**config.mk**
```make
export PLATFORM = sky130hd
export DESIGN_NAME = fib_step_arbiter_flat
export DESIGN_NICKNAME = d
export VERILOG_FILES = /design/src/rtl/fib_step_arbiter_if.sv /design/src/rtl/fib_step_arbiter.sv /design/src/flat_wrapper.sv
export SDC_FILE = /design/constraint.sdc
export NUM_CORES = 1
export LEC_CHECK = 0
export BUFFER_PORTS_ARGS = -buffer_cell sky130_fd_sc_hd__buf_2
export CAP_MARGIN = 25
export CORE_ASPECT_RATIO = 1.5
export CORE_UTILIZATION = 33
export CTS_BUF_LIST = sky130_fd_sc_hd__clkbuf_16
export DETAILED_ROUTE_END_ITERATION = 7
export HOLD_SLACK_MARGIN = 0.05
export RECOVER_POWER = 25
export SYNTH_ARGS = -nofsm -noshare
export SYNTH_HDL_FRONTEND = slang
export SYNTH_SLANG_ARGS = --single-unit
```
**constraint.sdc**
```tcl
create_clock -name clk -period 1.88 [get_ports clk]
set_input_delay 0.376 -clock clk [delete_from_list [all_inputs] [get_ports clk]]
set_output_delay 0.376 -clock clk [all_outputs]
set_load 0.02 [all_outputs]
```
**src/rtl/fib_step_arbiter_if.sv**
```systemverilog
// Request/grant handshake and datapath observation bundle for fib_step_arbiter.
// The master side issues start/requests; the slave side (the arbiter) returns grants and state.
interface fib_step_arbiter_if #(
  parameter int W = 11
);
  logic         start;
  logic         req0;
  logic         req1;
  logic         gnt0;
  logic         gnt1;
  logic [W-1:0] x;
  logic [W-1:0] y;
  logic [1:0]   phase;
  logic         done;
  logic         sat;

  modport master (
    output start, req0, req1,
    input  gnt0, gnt1, x, y, phase, done, sat
  );

  modport slave (
    input  start, req0, req1,
    output gnt0, gnt1, x, y, phase, done, sat
  );
endinterface

```
**src/rtl/fib_step_arbiter.sv**
```systemverilog
// Round-robin scheduler for the two-phase bounded (x, y) counter datapath.
// Each grant advances the datapath by one loop iteration; start re-initialises it.
module fib_step_arbiter #(
  parameter int W       = 11,
  parameter int X_SPLIT = 100,
  parameter int X_LIMIT = 200,
  parameter int Y_INIT  = 100,
  parameter int Y_LIMIT = 200
) (
  input logic              clk,
  input logic              rst,
  fib_step_arbiter_if.slave bus
);

  typedef enum logic [1:0] {
    IDLE = 2'd0,
    RUN1 = 2'd1,
    RUN2 = 2'd2,
    DONE = 2'd3
  } phase_t;

  localparam logic [W:0]   XSPLIT_V = (W+1)'(X_SPLIT);
  localparam logic [W:0]   XLIMIT_V = (W+1)'(X_LIMIT);
  localparam logic [W:0]   YLIMIT_V = (W+1)'(Y_LIMIT);
  localparam logic [W-1:0] YINIT_V  = W'(Y_INIT);

  phase_t       state_q, state_d;
  logic [W-1:0] x_q, x_d;
  logic [W-1:0] y_q, y_d;
  logic         sat_q, sat_d;
  logic         done_q;
  logic         last1_q, last1_d;
  logic         running;
  logic         step;
  logic         pick1;
  logic [W:0]   x_inc;
  logic [W:0]   y_inc;

  // Increments carry one extra bit so the limit compares can never see a wrapped value.
  assign x_inc   = {1'b0, x_q} + {{W{1'b0}}, 1'b1};
  assign y_inc   = {1'b0, y_q} + {{W{1'b0}}, 1'b1};
  assign running = (state_q == RUN1) || (state_q == RUN2);
  assign step    = running && !bus.start && (bus.req0 || bus.req1);
  // last1_q remembers which requester won last; under contention the other one wins.
  assign pick1   = bus.req1 && (!bus.req0 || !last1_q);

  assign bus.gnt0  = step && !pick1;
  assign bus.gnt1  = step && pick1;
  assign bus.x     = x_q;
  assign bus.y     = y_q;
  assign bus.phase = state_q;
  assign bus.done  = done_q;
  assign bus.sat   = sat_q;

  always_comb begin
    state_d = state_q;
    x_d     = x_q;
    y_d     = y_q;
    sat_d   = sat_q;
    last1_d = last1_q;
    if (bus.start) begin
      state_d = RUN1;
      x_d     = '0;
      y_d     = YINIT_V;
      sat_d   = 1'b0;
    end else if (step) begin
      last1_d = pick1;
      x_d     = x_inc[W-1:0];
      case (state_q)
        RUN1: begin
          if (x_inc == XSPLIT_V) state_d = RUN2;
        end
        RUN2: begin
          y_d = y_inc[W-1:0];
          // The x limit takes precedence; saturation only marks an early stop on y.
          if (x_inc == XLIMIT_V) begin
            state_d = DONE;
          end else if (y_inc == YLIMIT_V) begin
            state_d = DONE;
            sat_d   = 1'b1;
          end
        end
        default: ;
      endcase
    end
  end

  always_ff @(posedge clk) begin
    if (rst) begin
      state_q <= IDLE;
      x_q     <= '0;
      y_q     <= YINIT_V;
      sat_q   <= 1'b0;
      done_q  <= 1'b0;
      last1_q <= 1'b1;
    end else begin
      state_q <= state_d;
      x_q     <= x_d;
      y_q     <= y_d;
      sat_q   <= sat_d;
      done_q  <= (state_d == DONE);
      last1_q <= last1_d;
    end
  end

endmodule
```
**src/flat_wrapper.sv**
```systemverilog
// flat-port wrapper written by rule: the top's interface ports become plain ports
module fib_step_arbiter_flat 
#(
  parameter int W       = 11,
  parameter int X_SPLIT = 100,
  parameter int X_LIMIT = 200,
  parameter int Y_INIT  = 100,
  parameter int Y_LIMIT = 200
)
  (clk, rst, bus_start, bus_req0, bus_req1, bus_gnt0, bus_gnt1, bus_x, bus_y, bus_phase, bus_done, bus_sat);
  fib_step_arbiter_if #(.W(W)) bus_i ();
  input logic clk;
  input logic rst;
  input wire logic [$bits(bus_i.start)-1:0] bus_start;
  input wire logic [$bits(bus_i.req0)-1:0] bus_req0;
  input wire logic [$bits(bus_i.req1)-1:0] bus_req1;
  output wire logic [$bits(bus_i.gnt0)-1:0] bus_gnt0;
  output wire logic [$bits(bus_i.gnt1)-1:0] bus_gnt1;
  output wire logic [$bits(bus_i.x)-1:0] bus_x;
  output wire logic [$bits(bus_i.y)-1:0] bus_y;
  output wire logic [$bits(bus_i.phase)-1:0] bus_phase;
  output wire logic [$bits(bus_i.done)-1:0] bus_done;
  output wire logic [$bits(bus_i.sat)-1:0] bus_sat;
  assign bus_i.start = bus_start;
  assign bus_i.req0 = bus_req0;
  assign bus_i.req1 = bus_req1;
  assign bus_gnt0 = bus_i.gnt0;
  assign bus_gnt1 = bus_i.gnt1;
  assign bus_x = bus_i.x;
  assign bus_y = bus_i.y;
  assign bus_phase = bus_i.phase;
  assign bus_done = bus_i.done;
  assign bus_sat = bus_i.sat;
  fib_step_arbiter #(.W(W), .X_SPLIT(X_SPLIT), .X_LIMIT(X_LIMIT), .Y_INIT(Y_INIT), .Y_LIMIT(Y_LIMIT)) u_core (.clk(clk), .rst(rst), .bus(bus_i));
endmodule
```
==> run metrics <==
Mapped Nets ~200; CP Launch Type flop; critical path cell sequence buf_4 > nand3_4 > or3b_1 > a21oi_2 > nand3_2 > a2111oi_4 > nor4_2; Flop pwr share just over 50%; mapped cell area between 1500 and 2000 um^2; Reg2Reg Depth 7; top_reg_cell synth dfxtp_1; Critical Path Fanout Max 3; Worst-path clk slew approximately 70 ps; beginning of the worst register-to-register path u_core.bus.x[0]$_SDFFE_PP0P_; n_diodes 0; Leak 0.000777 uW; port bufs 32; fillers 460; Detailed Route Iter0 Violations 13; worst-skew pair later-pin latency between 200 and 300 ps; PwrDens around 540 nW/um^2; CP delay by family, top simple AND/OR/NAND/NOR gates; clock root buffer clkbuf_16; Multi-input gate area 1040 um^2; average cell area after synthesis 8.42 um^2; Post-synth EDFFs 0; Unique masters post-synth between 40 and 50; drt first pass iters 4; CTS Sinks 27; CP bufs+invs 1; dpl cell area slightly below 2000 um^2; highest metal used met4; final WL roughly 3800 um; Async SR Flop Fraction 0%; top cell type's share of synthesized area between 30% and 40%; ratio of cells with drive above 1 in the final layout 33.5%; nets@finish approximately 250; Global Route Usage Sum around 16%; # DRC 0; register area share after synthesis between 30% and 40%; DR WL met2 a little over 2000 um; initial antenna violation count 0; die width 58.4 um; Largest stage delay, worst path ~380 ps; critical path endpoint category flop; FF-to-FF setup slack roughly 30 ps; max_slew headroom roughly 55%; Die Y-Extent slightly below 90 um; Hold Path End u_core.bus.phase[0]$_SDFF_PP0_; H-tree levels 1; met3 WL around 100 um; combinational group share of total power 6.5%; IO Count 33; vias per inst roughly 4.9; clock buffer depth 2; Final Skew 4.21 ps; Detailed Place HPWL about 2900 um; FMAX 0.540 GHz; MaxCap Viol Count 0; Min Clock Period, post-route 1850 ps; hold path cells 2; number of global-route vias before repair about 1.4k; CORE AREA roughly 4500 um^2; Fin. Hold Viols 0; CTS Buf Count 3; status finished, final reports clean; CP Class flop to flop; final period utilization roughly 98%; CP required around 2000 ps; post-route cell area roughly 2100 um^2; Net Sw Power between 200 and 250 uW; grt total ovfl 0; switching part of the total power ~21%; internal power about 890 uW; Synth area leaders dfxtp_1 34%, xor2_1 6.1%, nor2_1 6.0%, ha_1 5.6%, xnor2_1 5.6%; synth warn 0; first-pass GRT wire length slightly above 6000 um; Hold Buf Count CTS 0; WL met1 ~1600 um; Worst Tran Pin Value roughly 670 ps; Site Rows 30; drt wl/cell 12.4 um; synthesis-stage register bit count 27; Finished Core Util approximately 46%; clock power share a little over two fifths; Initial Utilization 34.7%; Crit path arrival time roughly 2000 ps; via total after detailed routing around 1.5k; die area just over 5000 um^2; Area Growth Syn to Fin 33.5%; CTS tree done; VDD IR-drop max between 0.0002 and 0.00025 V; Tot Pwr between 1000 and 1500 uW; Slew Viols, Final 0; min-delay src rst; largest net degree at the start of global routing 20; Final ANT Viol Nets 0; Synth Instances 187; cell type with the largest total area after synthesis dfxtp_1; hold crit path type input pin to flop; RePlAce Congestion about 0.85; Critical-path top delay cell dfxtp_2; Worst R2R End u_core.bus.done$_SDFF_PP0_; Setup violations, final 0; register area 553 um^2; setup repair after global routing missed its margin yes
[flip-flops by register name, indices dropped and copies added, names as in the netlist]
signal / flops
u_core.bus.sat: 1
u_core.bus.phase: 2
u_core.last1_q: 1
u_core.bus.done: 1
u_core.bus.y: 11
u_core.bus.x: 11
[power groups by stage]
stage                     clock [uW]  combinational, uW  sequential [uW]
after floorplan                    0               32.1              595
after global placement             0               64.9              591
after detailed placement           0               65.5              591
after CTS                        495               70.8              577
after global routing             516               80.9              576
final                            481               73.7              577
[synth_stat cells, types with 2 or more instances]
| library cell | n |
|---|---|
| and2_1 | 2 |
| nor3_1 | 7 |
| inv_1 | 4 |
| nor2_1 | 25 |
| xor2_1 | 11 |
| dfxtp_1 | 27 |
| clkbuf_1 | 5 |
| and4_1 | 2 |
| xnor2_1 | 10 |
| o21ai_0 | 6 |
| nand2_1 | 17 |
| o22ai_1 | 2 |
| ha_1 | 7 |
| o211ai_1 | 2 |
| clkbuf_8 | 2 |
| and3_1 | 3 |
| nand2b_1 | 3 |
| nand4_1 | 6 |
| nand3_1 | 11 |
| or3_1 | 4 |
| a21oi_1 | 6 |
[worst register-to-register path: stages (launching register included)]
cell       delay (ps)
dfxtp_2           380
buf_4             150
nand3_4            70
or3b_1            370
a21oi_2           190
nand3_2           110
a2111oi_4         360
nor4_2             90
[cell families (layout without fill, tap and decap cells)]
logic type,after synthesis,after routing,synth area share (%)
and+or+nand+nor,93,93,31.3
AOI/OAI and AO/OA,26,26,12.2
DFF,27,27,34.3
adders and majority gates,7,7,5.56
muxes,1,1,0.635
buffers and inverters,12,64,4.37
xor gates and xnor gates,21,21,11.7
[cell usage in the layout, fill, tap and decap left out, types with 7 or more instances in the layout]
cell	Yosys	final
xor2_1	11	11
nand2_1	17	17
buf_4	1	25
xnor2_1	10	10
nor2_1	25	23
clkbuf_1	5	9
nand3_1	11	10
dfxtp_1	27	19
dfxtp_2	0	7
buf_2	0	22
[timing repair]
item / 4_1_cts / 5_1_grt
cloned: 0 / 0
setup buffers: 3 / 0
resized for setup: 5 / 15
pin swaps: 1 / 5
setup endpoints to repair: 3 / 11
[worst max-delay path by stage]
stage / startpoint / end / slack, ps / cells after the start
after floorplan: u_core.bus.x[4]$_SDFFE_PP0P_ / u_core.bus.done$_SDFF_PP0_ / 10 / 7
after global placement: u_core.bus.phase[0]$_SDFF_PP0_ / u_core.bus.x[5]$_SDFFE_PP0P_ / 10 / 8
after detailed placement: u_core.bus.phase[0]$_SDFF_PP0_ / u_core.bus.x[5]$_SDFFE_PP0P_ / -20 / 8
after CTS: u_core.bus.phase[0]$_SDFF_PP0_ / bus_gnt0 / -8 / 6
after global routing: u_core.bus.x[0]$_SDFFE_PP0P_ / u_core.bus.done$_SDFF_PP0_ / -30 / 7
final: u_core.bus.x[0]$_SDFFE_PP0P_ / u_core.bus.done$_SDFF_PP0_ / 30 / 7
[layer usage]
metal	vias up	global-route usage, %
met1	682	17.9
met4	0	5.84
met3	6	2.39
li1	760	-
met5	-	0
met2	22	28.1
[cell type report]
class,count,share of cell area (%)
Timing Repair Buffer,56,15.8
Inverter,4,0.714
Multi-Input combinational cell,148,49.7
Clock buffer,3,3.57
Clock inverter,1,0.178
Sequential cell,27,26.3
Tap cell,64,3.81
[through the flow]
| stage | worst slack, ps | hold slack [ps] | setup TNS [ps] | instances |
|---|---|---|---|---|
| global route | -32.4 | 338 | -54.1 | 303 |
| floorplan | 11.9 | 435 | 0 | 187 |
| finish | 29.6 | 335 | 0 | 303 |
| detailed placement | -15.2 | 450 | -15.2 | 296 |
| CTS | -7.75 | 332 | -7.75 | 303 |
| global placement | 15.0 | 445 | 0 | 296 |
(Power assumes the default switching activity.)
